<file path="src/rtl/m_store_buffer.sv">
// M-stage store path: sw/sh/sb lane encoding, a DEPTH-entry store FIFO drained over req/ack, and load-vs-pending-store word hazard detection.
// Optional misaligned-store exception is enabled by defining STORE_ALIGN_CHK_EN.
module m_store_buffer #(
    parameter int DEPTH = 2
) (
    input  logic        clk,
    input  logic        reset,
    input  logic        st_valid,
    input  logic [31:0] instr,
    input  logic [31:0] addr,
    input  logic [31:0] wdata,
    input  logic [31:0] pc,
    output logic        st_stall,
    input  logic        ld_check,
    input  logic [31:0] ld_addr,
    output logic        ld_hazard,
    output logic        mem_req,
    output logic [31:0] mem_addr,
    output logic [3:0]  mem_be,
    output logic [31:0] mem_wdata,
    output logic [31:0] mem_pc,
    input  logic        mem_ack,
    output logic        exc_ades
);

    localparam int PW = (DEPTH > 1) ? $clog2(DEPTH) : 1;
    localparam logic [PW:0] FULL_CNT = (PW+1)'(DEPTH);
    localparam logic [5:0] OP_SW = 6'b101011;
    localparam logic [5:0] OP_SH = 6'b101001;
    localparam logic [5:0] OP_SB = 6'b101000;

    typedef logic [PW-1:0] ptr_t;

    logic [29:0] r_addr [DEPTH];
    logic [3:0]  r_be   [DEPTH];
    logic [31:0] r_data [DEPTH];
    logic [31:0] r_pc   [DEPTH];
    ptr_t        r_head;
    ptr_t        r_tail;
    logic [PW:0] r_count;

    logic        w_is_sw;
    logic        w_is_sh;
    logic        w_is_sb;
    logic        w_is_st;
    logic        w_full;
    logic        w_exc;
    logic        w_push;
    logic        w_pop;
    logic        w_hit;
    logic [3:0]  w_be;
    logic [31:0] w_data;
    logic        w_unused;

    assign w_is_sw = (instr[31:26] == OP_SW);
    assign w_is_sh = (instr[31:26] == OP_SH);
    assign w_is_sb = (instr[31:26] == OP_SB);
    assign w_is_st = st_valid & (w_is_sw | w_is_sh | w_is_sb);
    assign w_unused = ^{instr[25:0], ld_addr[1:0]};

    always_comb begin
        w_be   = 4'b0000;
        w_data = wdata;
        if (w_is_sw) begin
            w_be   = 4'b1111;
            w_data = wdata;
        end else if (w_is_sh) begin
            w_be   = addr[1] ? 4'b1100 : 4'b0011;
            w_data = {2{wdata[15:0]}};
        end else if (w_is_sb) begin
            w_be   = 4'b0001 << addr[1:0];
            w_data = {4{wdata[7:0]}};
        end
    end

`ifdef STORE_ALIGN_CHK_EN
    assign w_exc = w_is_st & ((w_is_sw & (addr[1:0] != 2'b00)) | (w_is_sh & addr[0]));
`else
    assign w_exc = 1'b0;
`endif

    // A full buffer stalls even when the head is popping: there is no bypass path.
    assign w_full    = (r_count == FULL_CNT);
    assign st_stall  = w_is_st & w_full & ~w_exc;
    assign exc_ades  = w_exc;
    assign w_push    = w_is_st & ~w_full & ~w_exc;
    assign mem_req   = (r_count != '0);
    assign w_pop     = mem_req & mem_ack;

    assign mem_addr  = mem_req ? {r_addr[r_head], 2'b00} : 32'h0;
    assign mem_be    = mem_req ? r_be[r_head]   : 4'h0;
    assign mem_wdata = mem_req ? r_data[r_head] : 32'h0;
    assign mem_pc    = mem_req ? r_pc[r_head]   : 32'h0;

    // An entry is live when its distance from the head is below the occupancy; a popping head still counts.
    always_comb begin
        w_hit = 1'b0;
        for (int i = 0; i < DEPTH; i++) begin
            if (({1'b0, ptr_t'(ptr_t'(i) - r_head)} < r_count) && (r_addr[i] == ld_addr[31:2])) begin
                w_hit = 1'b1;
            end
        end
    end

    assign ld_hazard = ld_check & ~w_is_st & w_hit;

    always_ff @(posedge clk) begin
        if (reset) begin
            r_head  <= '0;
            r_tail  <= '0;
            r_count <= '0;
        end else begin
            if (w_push) begin
                r_addr[r_tail] <= addr[31:2];
                r_be[r_tail]   <= w_be;
                r_data[r_tail] <= w_data;
                r_pc[r_tail]   <= pc;
                r_tail         <= r_tail + 1'b1;
            end
            if (w_pop) begin
                r_head <= r_head + 1'b1;
            end
            case ({w_push, w_pop})
                2'b10:   r_count <= r_count + 1'b1;
                2'b01:   r_count <= r_count - 1'b1;
                default: r_count <= r_count;
            endcase
        end
    end

endmodule

</file>
<file path="config.mk">
export PLATFORM = sky130hd
export DESIGN_NAME = m_store_buffer
export DESIGN_NICKNAME = d
export VERILOG_FILES = /design/src/rtl/m_store_buffer.sv
export SDC_FILE = /design/constraint.sdc
export NUM_CORES = 1
export LEC_CHECK = 0
export BUFFER_PORTS_ARGS = -buffer_cell sky130_fd_sc_hd__buf_2
export CAP_MARGIN = 20
export CORE_ASPECT_RATIO = 1.1
export CORE_MARGIN = 1
export CORE_UTILIZATION = 55
export DETAILED_ROUTE_END_ITERATION = 16
export PLACE_DENSITY = 0.89
export REMOVE_ABC_BUFFERS = 1
export SLEW_MARGIN = 20
export SYNTH_ARGS = -nofsm -noshare
export SYNTH_HDL_FRONTEND = slang
export SYNTH_SLANG_ARGS = --single-unit
export TNS_END_PERCENT = 1
</file>
<file path="constraint.sdc">
create_clock -name clk -period 20.6 [get_ports clk]
set_input_delay 2.06 -clock clk [delete_from_list [all_inputs] [get_ports clk]]
set_output_delay 2.06 -clock clk [all_outputs]
set_load 0.01 [all_outputs]
</file>
Yosys cells after proc, flatten, opt, wreduce, memory -nomap -nowiden
Memories as Yosys holds them, arrays and structs flattened. A register that Yosys moved wholly into a read port is not among the register bits.
Index checks and enable logic that the tools add are counted.

cells by class
  $add $sub $neg = 6
  $mul = 0
  div/mod/pow operators = 0
  order comparisons = 2
  equality and inequality tests = 8
  shift-type cells = 1
  multiplexer cells = 25
  bitwise operators = 10
  reductions and logical operators = 4

operators with widths
  cell                                                                   count
  32-bit two-way mux                                                     6
  30-bit equality test                                                   2
  4-bit two-way mux                                                      5
  6-bit equality test, second input constant                             3
  1-bit two-way mux                                                      13
  1-bit bitwise AND                                                      6
  2-bit equality test, second input constant                             2
  1-bit by 2-bit < comparator with 1-bit output                          2
  2-bit case mux with 2 select lines                                     1
  2-bit nonzero test                                                     2
  1-bit by 2-bit << shifter with 4-bit output, first input constant      1
  1-bit adder, second input constant                                     2
  2-bit by 1-bit adder with 2-bit output, second input constant          1
  2-bit by 1-bit equality test with 1-bit output, second input constant  1
  1-bit logical AND                                                      2
  1-bit inverter                                                         2
  1-bit OR                                                               2
  1-bit subtractor, first input constant                                 2
  2-bit by 1-bit subtractor with 2-bit output, second input constant     1

word-level totals
  register bits = 4
  bits in latches = 0
  RAM bits = 196
  memory bits (read-only) = 0
  bits of input ports = 165
  output and inout port bits = 104
  logic and storage cells = 63
  memories = 4

memories
  name    words  bits a word  read ports  clocked after Yosys merged registers in  write ports  line  source
  r_data  2      32           1           1                                        1            36    logic [31:0] r_data [DEPTH];
  r_pc    2      32           1           1                                        1            37    logic [31:0] r_pc [DEPTH];
  r_addr  2      30           3           1                                        1            34    logic [29:0] r_addr [DEPTH];
  r_be    2      4            1           1                                        1            35    logic [3:0] r_be [DEPTH];

Longest topological paths before layout
  depth in word-level cells = 8
  depth in mapped cells = 8

Worst setup path before layout
No wires, ideal clock.

  path kind = input port to flip-flop
  start point = input port instr[30]
  end point = memory r_addr[1][0] (enable)
  library setup time = 697 ps
  arrival = 9744 ps
  data required time = 19903 ps
  setup slack = 10159 ps
  cell stages on the path = 3
  buffers on the path = 0
  cells stage by stage = and4bb_4 nand4_1 nor3b_1

between the ends
  longest elaborated chain between the ends = 8
  elaborated cells on any way between the ends = 10
  those cells by class = eq/ne (3); mux (3); bitwise (4)

ends and longest elaborated chain
  element                                      line    source
  start, declared                              9       input logic [31:0] instr,
  6-bit equality test (on tied branches)       55, 56
  1-bit OR                                     58      assign w_is_st = st_valid & (w_is_sw | w_is_sh | w_is_sb);
  1-bit OR (*)                                 58
  1-bit bitwise AND (*)                        58
  1-bit bitwise AND (*)                        86      assign w_push = w_is_st & ~w_full & ~w_exc;
  1-bit two-way mux (*)                        113     if (w_push) begin
  1-bit two-way mux (*)                        108     if (reset) begin
  1-bit two-way mux (not written as such) (*)  114     r_addr[r_tail] <= addr[31:2];
  end, declared                                34

Every way passes the cells marked *; elsewhere a longest branch is shown, timed or not.

Worst setup path in the final report
  start point = input port ld_addr[21]
  end point = output port ld_hazard

between the ends
  longest elaborated chain between the ends = 5
  elaborated cells on any way between the ends = 7
  those cells by class = eq/ne (2); mux (2); bitwise (1); reduce/logical (2)

ends and longest elaborated chain
  element                line  source
  start, declared        15    input logic [31:0] ld_addr,
  30-bit equality test   99    if (({1'b0, ptr_t'(ptr_t'(i) - r_head)} < r_count) && (r_addr[i] == ld_addr[31:2])) begin
  1-bit logical AND      99
  1-bit two-way mux      99
  1-bit two-way mux (*)  99
  1-bit bitwise AND (*)  105   assign ld_hazard = ld_check & ~w_is_st & w_hit;
  end, declared          16    output logic ld_hazard,

Marked as above.

==> metrics.md <==
| Metric | Value |
|---|---|
| Clk pin slew, worst setup/hold paths | `60 ps` |
| Setup repair after global routing missed its margin | `false` |
| Post-CTS sizing | `0` |
| Max rail drop VDD | `around 0.00012 V` |
| Final critical-path required period | `approximately 5500 ps` |
| Total core area | `~16,000 µm²` |
| Setup crit end | `ld_hazard` |
| Largest net degree at the start of global routing | `57` |
| Die Area | `16,450 µm²` |
| Kind of critical path | `input port to output port` |
| CTS tree | `built` |
| WP data arrival | `~3500 ps` |
| Instance count on the critical path | `7` |
| Leak | `between 4 and 5 nW` |
| All-layer global routing usage | `between 20% and 30%` |
| Syn. warnings | `0` |
| Clk buf depth | `3` |
| Nets | `995` |
| Pre-antenna DRT Iters | `6` |
| Slew headroom | `between 30 and 40%` |
| Share of layout cells above drive strength 1 | `roughly 35%` |
| Max Freq | `between 150 and 200 MHz` |
| Initial DRC count | `approximately 320` |
| Wire length of the first global-routing pass | `between 20 and 30 mm` |
| Grt total ovfl | `0` |
| Final instance area | `between 10,000 and 15,000 µm²` |
| CP endpoint kind | `output port` |
| DRC Markers | `0` |
| Post-CTS Setup Bufs | `0` |
| Hold_buf cts | `0` |
| Cell repeated most along the worst path | `buf_2` |
| Setup Total Neg Slack | `0 ps` |
| WP data required | `around 19,000 ps` |
| CP max-delay cell | `nor4_1` |
| Post-Synthesis Cells | `589` |
| Largest cells by area after synthesis | `edfxtp_1, mux2i_1, xnor2_1, nor2_1, mux2_4` |
| # IOs | `~270` |
| GPL Wtd Cong | `~0.8` |
| Yosys top cell by area | `edfxtp_1` |
| Max Transition Viols Final | `0` |
| Synth Register Bits | `approximately 200` |
| Die Y | `roughly 130 µm` |
| Distinct cells, synth | `33` |
| Buffers added on ports | `237` |
| Number of global-route vias before repair | `just under 6,000` |
| Sequential area share after synthesis | `between 60% and 70%` |
| Commonest non-fill, non-tap cell in the layout | `buf_2` |
| Syn Area/Cell | `around 15 µm²` |
| CTS Buf Count | `21` |
| DR WL/cell | `~18 µm` |
| Post-DP Area | `about 10,000 µm²` |
| Most frequent cells in the layout | `buf_2, edfxtp_1, nor2_1` |
| Post-Syn Area | `a little under 9000 µm²` |
| Initial Util | `56.15%` |
| Crit path max-delay family | `simple AND/OR/NAND/NOR gates` |
| Worst Hold Class | `flop to flop` |
| Die X-Extent | `about 120 µm` |
| Max incr delay on CP | `460 ps` |
| Worst Max-Slew Pin Slew | `approximately 1000 ps` |
| Worst Setup Start Kind | `input port` |
| Area grow syn2layout | `24.06%` |
| Reg2reg end | `r_count[1]` |
| Period utilization | `approximately 27%` |
| FF-to-FF path depth | `7` |
| CP cell instances | `buf_2 > xnor2_1 > nand4_1 > nor4_1 > nand3_1 > a21oi_1 > buf_2` |
| Rows | `48` |
| H-tree levels | `1` |
| Detailed Route WL | `around 19 mm` |
| Yosys top cell area share | `between 60% and 70%` |
| Final hold vios | `0` |
| Final Util | `a little over two thirds` |
| Detailed-route vias per instance | `around 5.4` |
| Root Buffer | `clkbuf_16` |
| R2R setup slack | `~18,000 ps` |
| Routed Antenna Nets | `0` |
| Clock sinks | `between 200 and 250` |
| Clock skew | `14.25 ps` |
| Critical Path Source | `ld_addr[21]` |
| Buf/Inv on CP | `2` |
| Detailed placer's ending HPWL | `12.82 mm` |
| Status | `finished clean` |
| Worst-Skew Late Latency | `roughly 500 ps` |
| Final setup vio count | `0` |
| Power Density | `82.71 nW/µm²` |
| R2R Path Start | `r_count[0]` |
| Vias | `roughly 5,600` |
| MaxCap Viol Count | `0` |
| Crit Path Max Fanout | `2` |
| Initial antenna violation count | `2` |
-- worst min path at each step --
stage	from	endpoint	slack, ps	depth (start not counted)
floorplan	r_tail	r_tail	490	2
global placement	r_tail	r_tail	530	2
detailed placement	r_tail	r_tail	540	2
CTS	r_tail	r_tail	570	2
global route	r_tail	r_tail	600	2
finish	r_tail	r_tail	570	2
-- power breakdown --
part | total, mW | switching [mW] | internal [mW]
Sequential | 0.452 | 0.00225 | 0.450
Clock | 0.388 | 0.151 | 0.237
Combinational | 0.0595 | 0.0310 | 0.0286
Total | 0.900 | 0.184 | 0.716
-- logic make-up (layout without fill, tap and decap cells) --
kind of cell / after synthesis / after routing / share of synthesized area [%]
muxes: 122 / 122 / 14.50
xor gates and xnor gates: 64 / 64 / 6.393
other: 1 / 4 / 0.04277
and+or+nand+nor: 151 / 151 / 7.677
buffers and inverters: 32 / 285 / 2.012
AOI/OAI and AO/OA: 17 / 17 / 0.9703
DFF: 201 / 201 / 68.26
adders and majority gates: 1 / 1 / 0.1427
-- cells in the mapped netlist (all sizes together) --
library cell,instances
edfxtp,196
nor2,116
mux2i,106
xnor2,55
buf,22
mux2,16
a21oi,14
nand4,14
xor2,9
clkbuf,8
dfxtp,5
nor4,5
nand3,3
o21ai,3
and2,2
inv,2
nand2b,2
nor2b,2
nor3b,2
and4bb,1
conb,1
ha,1
nand2,1
nor3,1
or2b,1
or3,1
-- area by class of cell --
| class | instances | area [µm²] |
|---|---|---|
| inverters | 2 | 7.507 |
| clock buffers | 22 | 529.3 |
| clock inverters | 16 | 183.9 |
| well taps | 200 | 250.2 |
| fillers | 1066 | 4737 |
| multi-input cells | 358 | 2629 |
| repair buffers | 245 | 1286 |
| flip-flops and latches | 201 | 5989 |
| diodes | 1 | 2.502 |
-- stage by stage --
step / hold slack [ps] / power [mW] / setup WS, ps / std cells
6_report: 565.0 / 0.8998 / 15060 / 1045
3_3_place_gp: 525.5 / 0.5163 / 15160 / 1004
4_1_cts: 572.5 / 0.9076 / 15110 / 1044
3_5_place_dp: 544.5 / 0.5201 / 15160 / 1006
2_1_floorplan: 494.1 / 0.4908 / 10160 / 561
5_1_grt: 604.7 / 0.9247 / 14920 / 1044
-- registers in the layout, indices dropped and copies added (netlist names), named ones only --
register and flops:
r_addr 60, r_pc 64, r_count 2, r_data 64, r_head 1, r_be 8
r_tail 1
-- metal layers --
metal / part of all wire [%] / track usage (%)
met3: 8.3 / 6.633
met4: 4.0 / 10.30
met1: 35 / 22.73
met5: 0.047 / 0
met2: 53 / 42.04
-- tightest hold or removal path, stage by stage, from the launching register on --
cell     delay (ps)
dfxtp_1         370
xor2_1           80
nor2_1           80
(Power assumes the default switching activity.)
